===== src/rtl/hazard_ctrl.sv =====
// hazard_ctrl: stall / flush / forwarding control for the 5-stage RISC-V pipeline.
//
// Optional feature macro: HAZARD_MEM_WAIT_EN
//   defined   -> a data-memory wait (dmem_req_m & ~dmem_ready) freezes the whole
//                pipeline up to M and bubbles W.
//   undefined -> memory wait is disabled; dmem_req_m / dmem_ready are ignored,
//                stall_m and flush_w are always 0.
//
// Event priority: memory wait > multi-cycle execute > taken branch > load-use.
//
// state   | meaning
// --------+-----------------------------------------------------------------
// RUN     | normal flow; a multi-cycle op entering E starts the occupancy
// MC_WAIT | multi-cycle op held in E; cnt counts the remaining stall cycles

module hazard_ctrl #(
  parameter int MC_LATENCY = 4
) (
  input  logic       clk,
  input  logic       reset,
  input  logic [4:0] rs1_d,
  input  logic [4:0] rs2_d,
  input  logic [4:0] rs1_e,
  input  logic [4:0] rs2_e,
  input  logic [4:0] rd_e,
  input  logic [4:0] rd_m,
  input  logic [4:0] rd_w,
  input  logic       load_e,
  input  logic       reg_write_m,
  input  logic       reg_write_w,
  input  logic       pc_src_e,
  input  logic       mc_start_e,
  input  logic       dmem_req_m,
  input  logic       dmem_ready,
  output logic       stall_f,
  output logic       stall_d,
  output logic       stall_e,
  output logic       stall_m,
  output logic       flush_d,
  output logic       flush_e,
  output logic       flush_m,
  output logic       flush_w,
  output logic [1:0] forward_a_e,
  output logic [1:0] forward_b_e,
  output logic       mc_busy
);

  localparam logic [0:0] RUN     = 1'b0;
  localparam logic [0:0] MC_WAIT = 1'b1;

  // A latency of 1 completes in a single E cycle, so no occupancy is tracked.
  localparam bit         MC_MULTI  = (MC_LATENCY >= 2);
  localparam int         MC_LOAD_I = MC_MULTI ? (MC_LATENCY - 2) : 0;
  localparam logic [3:0] MC_LOAD   = MC_LOAD_I[3:0];

  localparam logic [1:0] FWD_RF = 2'b00;
  localparam logic [1:0] FWD_W  = 2'b01;
  localparam logic [1:0] FWD_M  = 2'b10;

  logic [0:0] state, state_nx;
  logic [3:0] cnt, cnt_nx;
  logic       mw;
  logic       mc_go;
  logic       load_use;

`ifdef HAZARD_MEM_WAIT_EN
  assign mw = dmem_req_m & ~dmem_ready;
`else
  // Ports kept for a uniform footprint; they have no effect in this build.
  logic unused_dmem;
  assign unused_dmem = dmem_req_m ^ dmem_ready;
  assign mw = 1'b0;
`endif

  // A multi-cycle op only starts occupancy from RUN; while held it keeps
  // asserting mc_start_e, which must not retrigger the sequence.
  assign mc_go    = MC_MULTI & mc_start_e & (state == RUN);
  assign load_use = load_e & (rd_e != 5'd0) & ((rd_e == rs1_d) | (rd_e == rs2_d));
  assign mc_busy  = (state == MC_WAIT);

  // Operand forwarding: newest producer (M) wins over W; x0 never forwards.
  always_comb begin
    forward_a_e = FWD_RF;
    forward_b_e = FWD_RF;
    if (reg_write_m && (rd_m != 5'd0) && (rs1_e == rd_m))
      forward_a_e = FWD_M;
    else if (reg_write_w && (rd_w != 5'd0) && (rs1_e == rd_w))
      forward_a_e = FWD_W;
    if (reg_write_m && (rd_m != 5'd0) && (rs2_e == rd_m))
      forward_b_e = FWD_M;
    else if (reg_write_w && (rd_w != 5'd0) && (rs2_e == rd_w))
      forward_b_e = FWD_W;
  end

  // Next-state and counter; everything holds while memory wait is active.
  always_comb begin
    state_nx = state;
    cnt_nx   = cnt;
    if (!mw) begin
      case (state)
        RUN: begin
          if (mc_go) begin
            state_nx = MC_WAIT;
            cnt_nx   = MC_LOAD;
          end
        end
        MC_WAIT: begin
          if (cnt != 4'd0)
            cnt_nx = cnt - 4'd1;
          else
            state_nx = RUN;
        end
        default: begin
          state_nx = RUN;
          cnt_nx   = 4'd0;
        end
      endcase
    end
  end

  // State and occupancy counter registers.
  always_ff @(posedge clk or posedge reset) begin
    if (reset) begin
      state <= RUN;
      cnt   <= 4'd0;
    end else begin
      state <= state_nx;
      cnt   <= cnt_nx;
    end
  end

  // Stall/flush decode in priority order; all quiet while reset is high.
  // The release cycle of a multi-cycle op (MC_WAIT, cnt == 0) is deliberately
  // silent so that E is never flushed underneath the held op.
  always_comb begin
    stall_f = 1'b0;
    stall_d = 1'b0;
    stall_e = 1'b0;
    stall_m = 1'b0;
    flush_d = 1'b0;
    flush_e = 1'b0;
    flush_m = 1'b0;
    flush_w = 1'b0;
    if (!reset) begin
      if (mw) begin
        stall_f = 1'b1;
        stall_d = 1'b1;
        stall_e = 1'b1;
        stall_m = 1'b1;
        flush_w = 1'b1;
      end else if (state == MC_WAIT) begin
        if (cnt != 4'd0) begin
          stall_f = 1'b1;
          stall_d = 1'b1;
          stall_e = 1'b1;
          flush_m = 1'b1;
        end
      end else if (mc_go) begin
        stall_f = 1'b1;
        stall_d = 1'b1;
        stall_e = 1'b1;
        flush_m = 1'b1;
      end else if (pc_src_e) begin
        flush_d = 1'b1;
        flush_e = 1'b1;
      end else if (load_use) begin
        stall_f = 1'b1;
        stall_d = 1'b1;
        flush_e = 1'b1;
      end
    end
  end

endmodule


===== config.mk =====
export PLATFORM = sky130hd
export DESIGN_NAME = hazard_ctrl
export DESIGN_NICKNAME = d
export VERILOG_FILES = /design/src/rtl/hazard_ctrl.sv
export SDC_FILE = /design/constraint.sdc
export NUM_CORES = 1
export LEC_CHECK = 0
export CORE_UTILIZATION = 35
export DETAILED_ROUTE_END_ITERATION = 8
export PLACE_DENSITY = 0.84
export SLEW_MARGIN = 20
export SYNTH_ARGS = -nofsm -noshare
export SYNTH_HDL_FRONTEND = slang
export SYNTH_SLANG_ARGS = --single-unit
export TNS_END_PERCENT = 1

===== constraint.sdc =====
create_clock -name clk -period 3.5 [get_ports clk]
set_clock_uncertainty 0.15 [all_clocks]
set_input_delay 0.35 -clock clk [delete_from_list [all_inputs] [get_ports clk]]
set_output_delay 0.35 -clock clk [all_outputs]
set_load 0.01 [all_outputs]

; Yosys cells after proc, flatten, opt, wreduce, memory -nomap -nowiden
; Cells that the tools add are included.
[word_totals]
ff_bits = 5
output_inout_bits = 13
inputBits = 44
[op_classes]
n_mux = 25
bitwise_logic = 5
addsub = 1
eq_ne = 8
n_reduce_logical = 11
[ops]
columns = op, count
row1 = $eq A5 B5 Y1, 6
row2 = $mux W1, 19
row3 = $reduce_bool A5 Y1, 3
row4 = $mux W4, 2
row5 = $pmux W4 S2, 1
row6 = $logic_and A1 B1 Y1, 6
row7 = $mux W2, 2
row8 = $reduce_bool A4 Y1, 1
row9 = $sub A4 B1 Y4 const B, 1
row10 = $and A1 B1 Y1, 3
row11 = $ne A2 B1 Y1 const B, 1
row12 = $ne A2 B2 Y1 const B, 1
row13 = $pmux W1 S2, 1
row14 = $reduce_and A2 Y1, 1
row15 = $not A1 Y1, 1
row16 = $or A1 B1 Y1, 1

; Depth between registers and ports, before layout
[logic_depth]
depth_word = 8
mapped_depth = 7
depth_no_buf = 6

; Worst setup path after synthesis
; Ideal clock, no wire load.
[synth_timing]
path_kind = register to output
from = register cnt[0]
to = output stall_f
required_ps = 3000
stages_incl_launch_ff = 8
arrival_time_ps = 1855
path_slack_ps = 1145
n_path_buf = 1
path_cell_list = dfrtp_1 > inv_1 > ha_1 > inv_1 > o31ai_1 > a21oi_1 > o21bai_1 > buf_4
[synth_via]
elab_chain_len = 4
[synth_lines]
columns = element, line
row1 = start: declaration, 61  ; logic [3:0] cnt, cnt_nx;
row2 = start signal: assignment, 128  ; cnt <= cnt_nx;
row3 = $reduce_bool A4 Y1, 152  ; if (cnt != 4'd0) begin
row4 = $mux W1 (3 in a row), --
row5 = end: declaration, 35  ; output logic stall_f,
; Every way passes these cells.

; Worst setup path after layout
[layout_timing]
from = input rd_m[1]
to = output forward_b_e[0]
[layout_via]
elab_chain_len = 4
elab_cells_between_ends = 5
classes_between = eq/ne (1) / mux (1) / reduce/logical (3)
[layout_lines]
columns = element, line
row1 = start: declaration, 26  ; input logic [4:0] rd_m,
row2 = $reduce_bool A5 Y1, 89  ; if (reg_write_m && (rd_m != 5'd0) && (rs2_e == rd_m))
row3 = $logic_and A1 B1 Y1, 89
row4 = $logic_and A1 B1 Y1 (*), 89
row5 = $mux W2 (*), 89
row6 = end: declaration, 44  ; output logic [1:0] forward_b_e,
; Mark *: on every way between the ends. The rest lies on a longest branch, timed or not.

==> flow_metrics.tcl <==
set metrics [dict create \
    async_reset_ff_share_pct 100 \
    period_minus_slack_ns 2.97 \
    power_density_nw_per_um2 362 \
    ys_warn_count 0 \
    antennaDiodeCount 0 \
    path_cells "clkdlybuf4s50_1 -> or4_4 -> o21ai_2 -> nor4_1 -> nor4_2 -> clkdlybuf4s50_1" \
    cts_setup_buffers 0 \
    place.gp.congestion 0.707 \
    drt_iter0_markers 10 \
    viasPerCell 4.71 \
    grt_first_pass_wirelength_mm 3.13 \
    power_w 0.000467 \
    setup.worst_path.end_class "primary output" \
    wl_mm 2.03 \
    syn-cell-area_um2 728 \
    grt.total_usage_pct 19.5 \
    cts_resized 0 \
    place_hpwl_mm 1.86 \
    fillers 179 \
    ir_drop_mv 0.372 \
    drive_gt1_share_pct 5.71 \
    clock_path_buffers 2 \
    worst_setup_path_start_kind "primary input" \
    stdcell_count 167 \
    die-height_um 47.6 \
    yosysMostFrequentCell "xor2_1" \
    rsz0062_at_grt "no" \
    cpMaxStageDelayCell "clkdlybuf4s50_1" \
    wl_per_cell_um 12.2 \
    required_ns 3.00 \
    synth_edf_count 0 \
    max_freq_ghz 0.337 \
    first_pass_iters 4 \
    boundaryPins 57 \
    maxCapViolations 0 \
    power.static_leakage_nw 0.492 \
    cts_buffers 3 \
    cp_max_fo 3 \
    overflow 0 \
    pre_cts_ws_ns 0.528 \
    yosysSeqAreaShare_pct 17.2 \
    hold_viol_final 0 \
    slowest_delay_ns 0.57 \
    worstSkewPairLatency_ns 0.24 \
    rows 16 \
    area_delta_synth_final_pct 77.1 \
    critPathArrivalTime_ns 2.47 \
    setup-tns-final_ns 0 \
    synth_common_cells "xor2_1, xnor2_1, dfrtp_1, inv_1, nor3_1" \
    start_util_pct 37.1 \
    netlist_instances 86 \
    synth_top_area_share_pct 28.9 \
    worst_slack_ns 0.534 \
    synth_area_leaders "xor2_1, dfrtp_1, xnor2_1" \
    min_period_over_period_pct 84.7 \
    die-area_um2 2270 \
    antenna_found_initial 0 \
    criticalPathCategory "in2out" \
    setup_violations 0 \
    synth.distinct_cells 29 \
    cpMostUsedCell "clkdlybuf4s50_1" \
    grt_pass1_vias 687 \
    port_buffers 52 \
    place_inst 163 \
    yosysTopAreaCell "xor2_1" \
    core_area_um2 1960 \
    avgSynthCellArea_um2 8.47 \
    crit_buf_inv 2 \
    min_path_type "in2async" \
    finalMaxSlewViolations 0 \
    cts_sinks 5 \
    final_net_count 187 \
    holdBufCountCts 0 \
    clock-root-buffer "clkbuf_4" \
    synth_flop_cell "dfrtp_1" \
    dr_total_vias 786 \
    clk_pin_slew_worst_paths_ns 0.04 \
    cts_tree "built" \
    h-tree-depth 1 \
    die_w_um 47.6 \
    status "finished clean" \
    drc_errors 0 \
    drtAntennaViolNets 0 \
    grt_max_degree 9 \
    crit_family "buffers and inverters" \
    synth_seq_cells 5 \
]
[area by class of cell]
cell class	instances	area [um2]	share of cell area, %
clock buffers	4	26.3	2.04
inverters	5	18.8	1.45
multi-input cells	73	558	43.3
flip-flops and latches	5	125	9.70
well taps	27	33.8	2.62
repair buffers	53	528	40.9
[per-stage QoR]
| stage | hold slack (ns) | cell area, um2 | utilization [%] |
|---|---|---|---|
| finish | 0.252 | 1290 | 65.8 |
| global route | 0.302 | 1290 | 65.8 |
| CTS | 0.256 | 1290 | 65.8 |
| detailed placement | 0.367 | 1260 | 64.4 |
| global placement | 0.359 | 1260 | 64.4 |
| floorplan | -0.0215 | 732 | - |
[report_power, final]
group / internal (W) / leakage, nW / switching, W
clock: 0.0000430 / 0.0150 / 0.0000220
combinational: 0.000165 / 0.416 / 0.000125
sequential: 0.0000852 / 0.0608 / 0.0000266
total: 0.000293 / 0.492 / 0.000174
[layer usage]
metal | GRT usage [%] | share of wire (%)
met2 | 29.6 | 50
met5 | 0 | 0
met1 | 28.8 | 46
met4 | 2.22 | 0
met3 | 4.91 | 4.8
[cell usage in the layout, fill, tap and decap left out, drive strengths merged]
cell            n
a22oi           1
clkdlybuf4s50  52
o32ai           1
nor3b           1
buf             1
nor2            2
nand2b          1
clkbuf          4
a21boi          1
dfrtp           5
inv             5
and2            1
o31ai           1
xnor2           7
a21oi           1
nor3            5
o211ai          3
conb            2
o21bai          2
nand3           3
xor2           24
or4             5
o21ai           3
nand2           2
o21a            1
nor4            4
ha              2
[worst paths after layout]
path	start	slack [ns]	cells past startpoint	end
max in group asynchronous	reset	2.78	2	cnt[1]$_DFFE_PP0P_
min in group clk	cnt[1]$_DFFE_PP0P_	0.37	2	cnt[1]$_DFFE_PP0P_
setup reg to reg	cnt[0]$_DFFE_PP0P_	1.98	7	cnt[2]$_DFFE_PP0P_
hold reg to reg	cnt[1]$_DFFE_PP0P_	0.37	2	cnt[1]$_DFFE_PP0P_
hold / removal	reset	0.25	2	cnt[3]$_DFFE_PP0P_
setup / recovery	rd_m[1]	0.53	6	forward_b_e[0]
[worst reg2reg max path, stage by stage (launching register included)]
cell	delay, ns
dfrtp_1	0.40
inv_1	0.09
ha_1	0.14
inv_1	0.04
o31ai_1	0.18
buf_4	0.19
nor3b_1	0.06
o21a_1	0.16
[cell families (layout without fill, tap and decap cells)]
| family | Yosys count | after routing | share of synthesized area (%) |
|---|---|---|---|
| compound gates | 14 | 14 | 13.7 |
| xor+xnor | 31 | 31 | 37.3 |
| fa+ha+maj | 2 | 2 | 3.44 |
| buf+inv | 9 | 62 | 6.70 |
| flops | 5 | 5 | 17.2 |
| other cells | 1 | 2 | 0.515 |
| simple gates | 24 | 24 | 21.1 |
[flip-flops by register name, summed over array words and instances (netlist names)]
register,flops
cnt,4
mc_busy,1
Note: power is estimated with default switching activity, not from simulation.
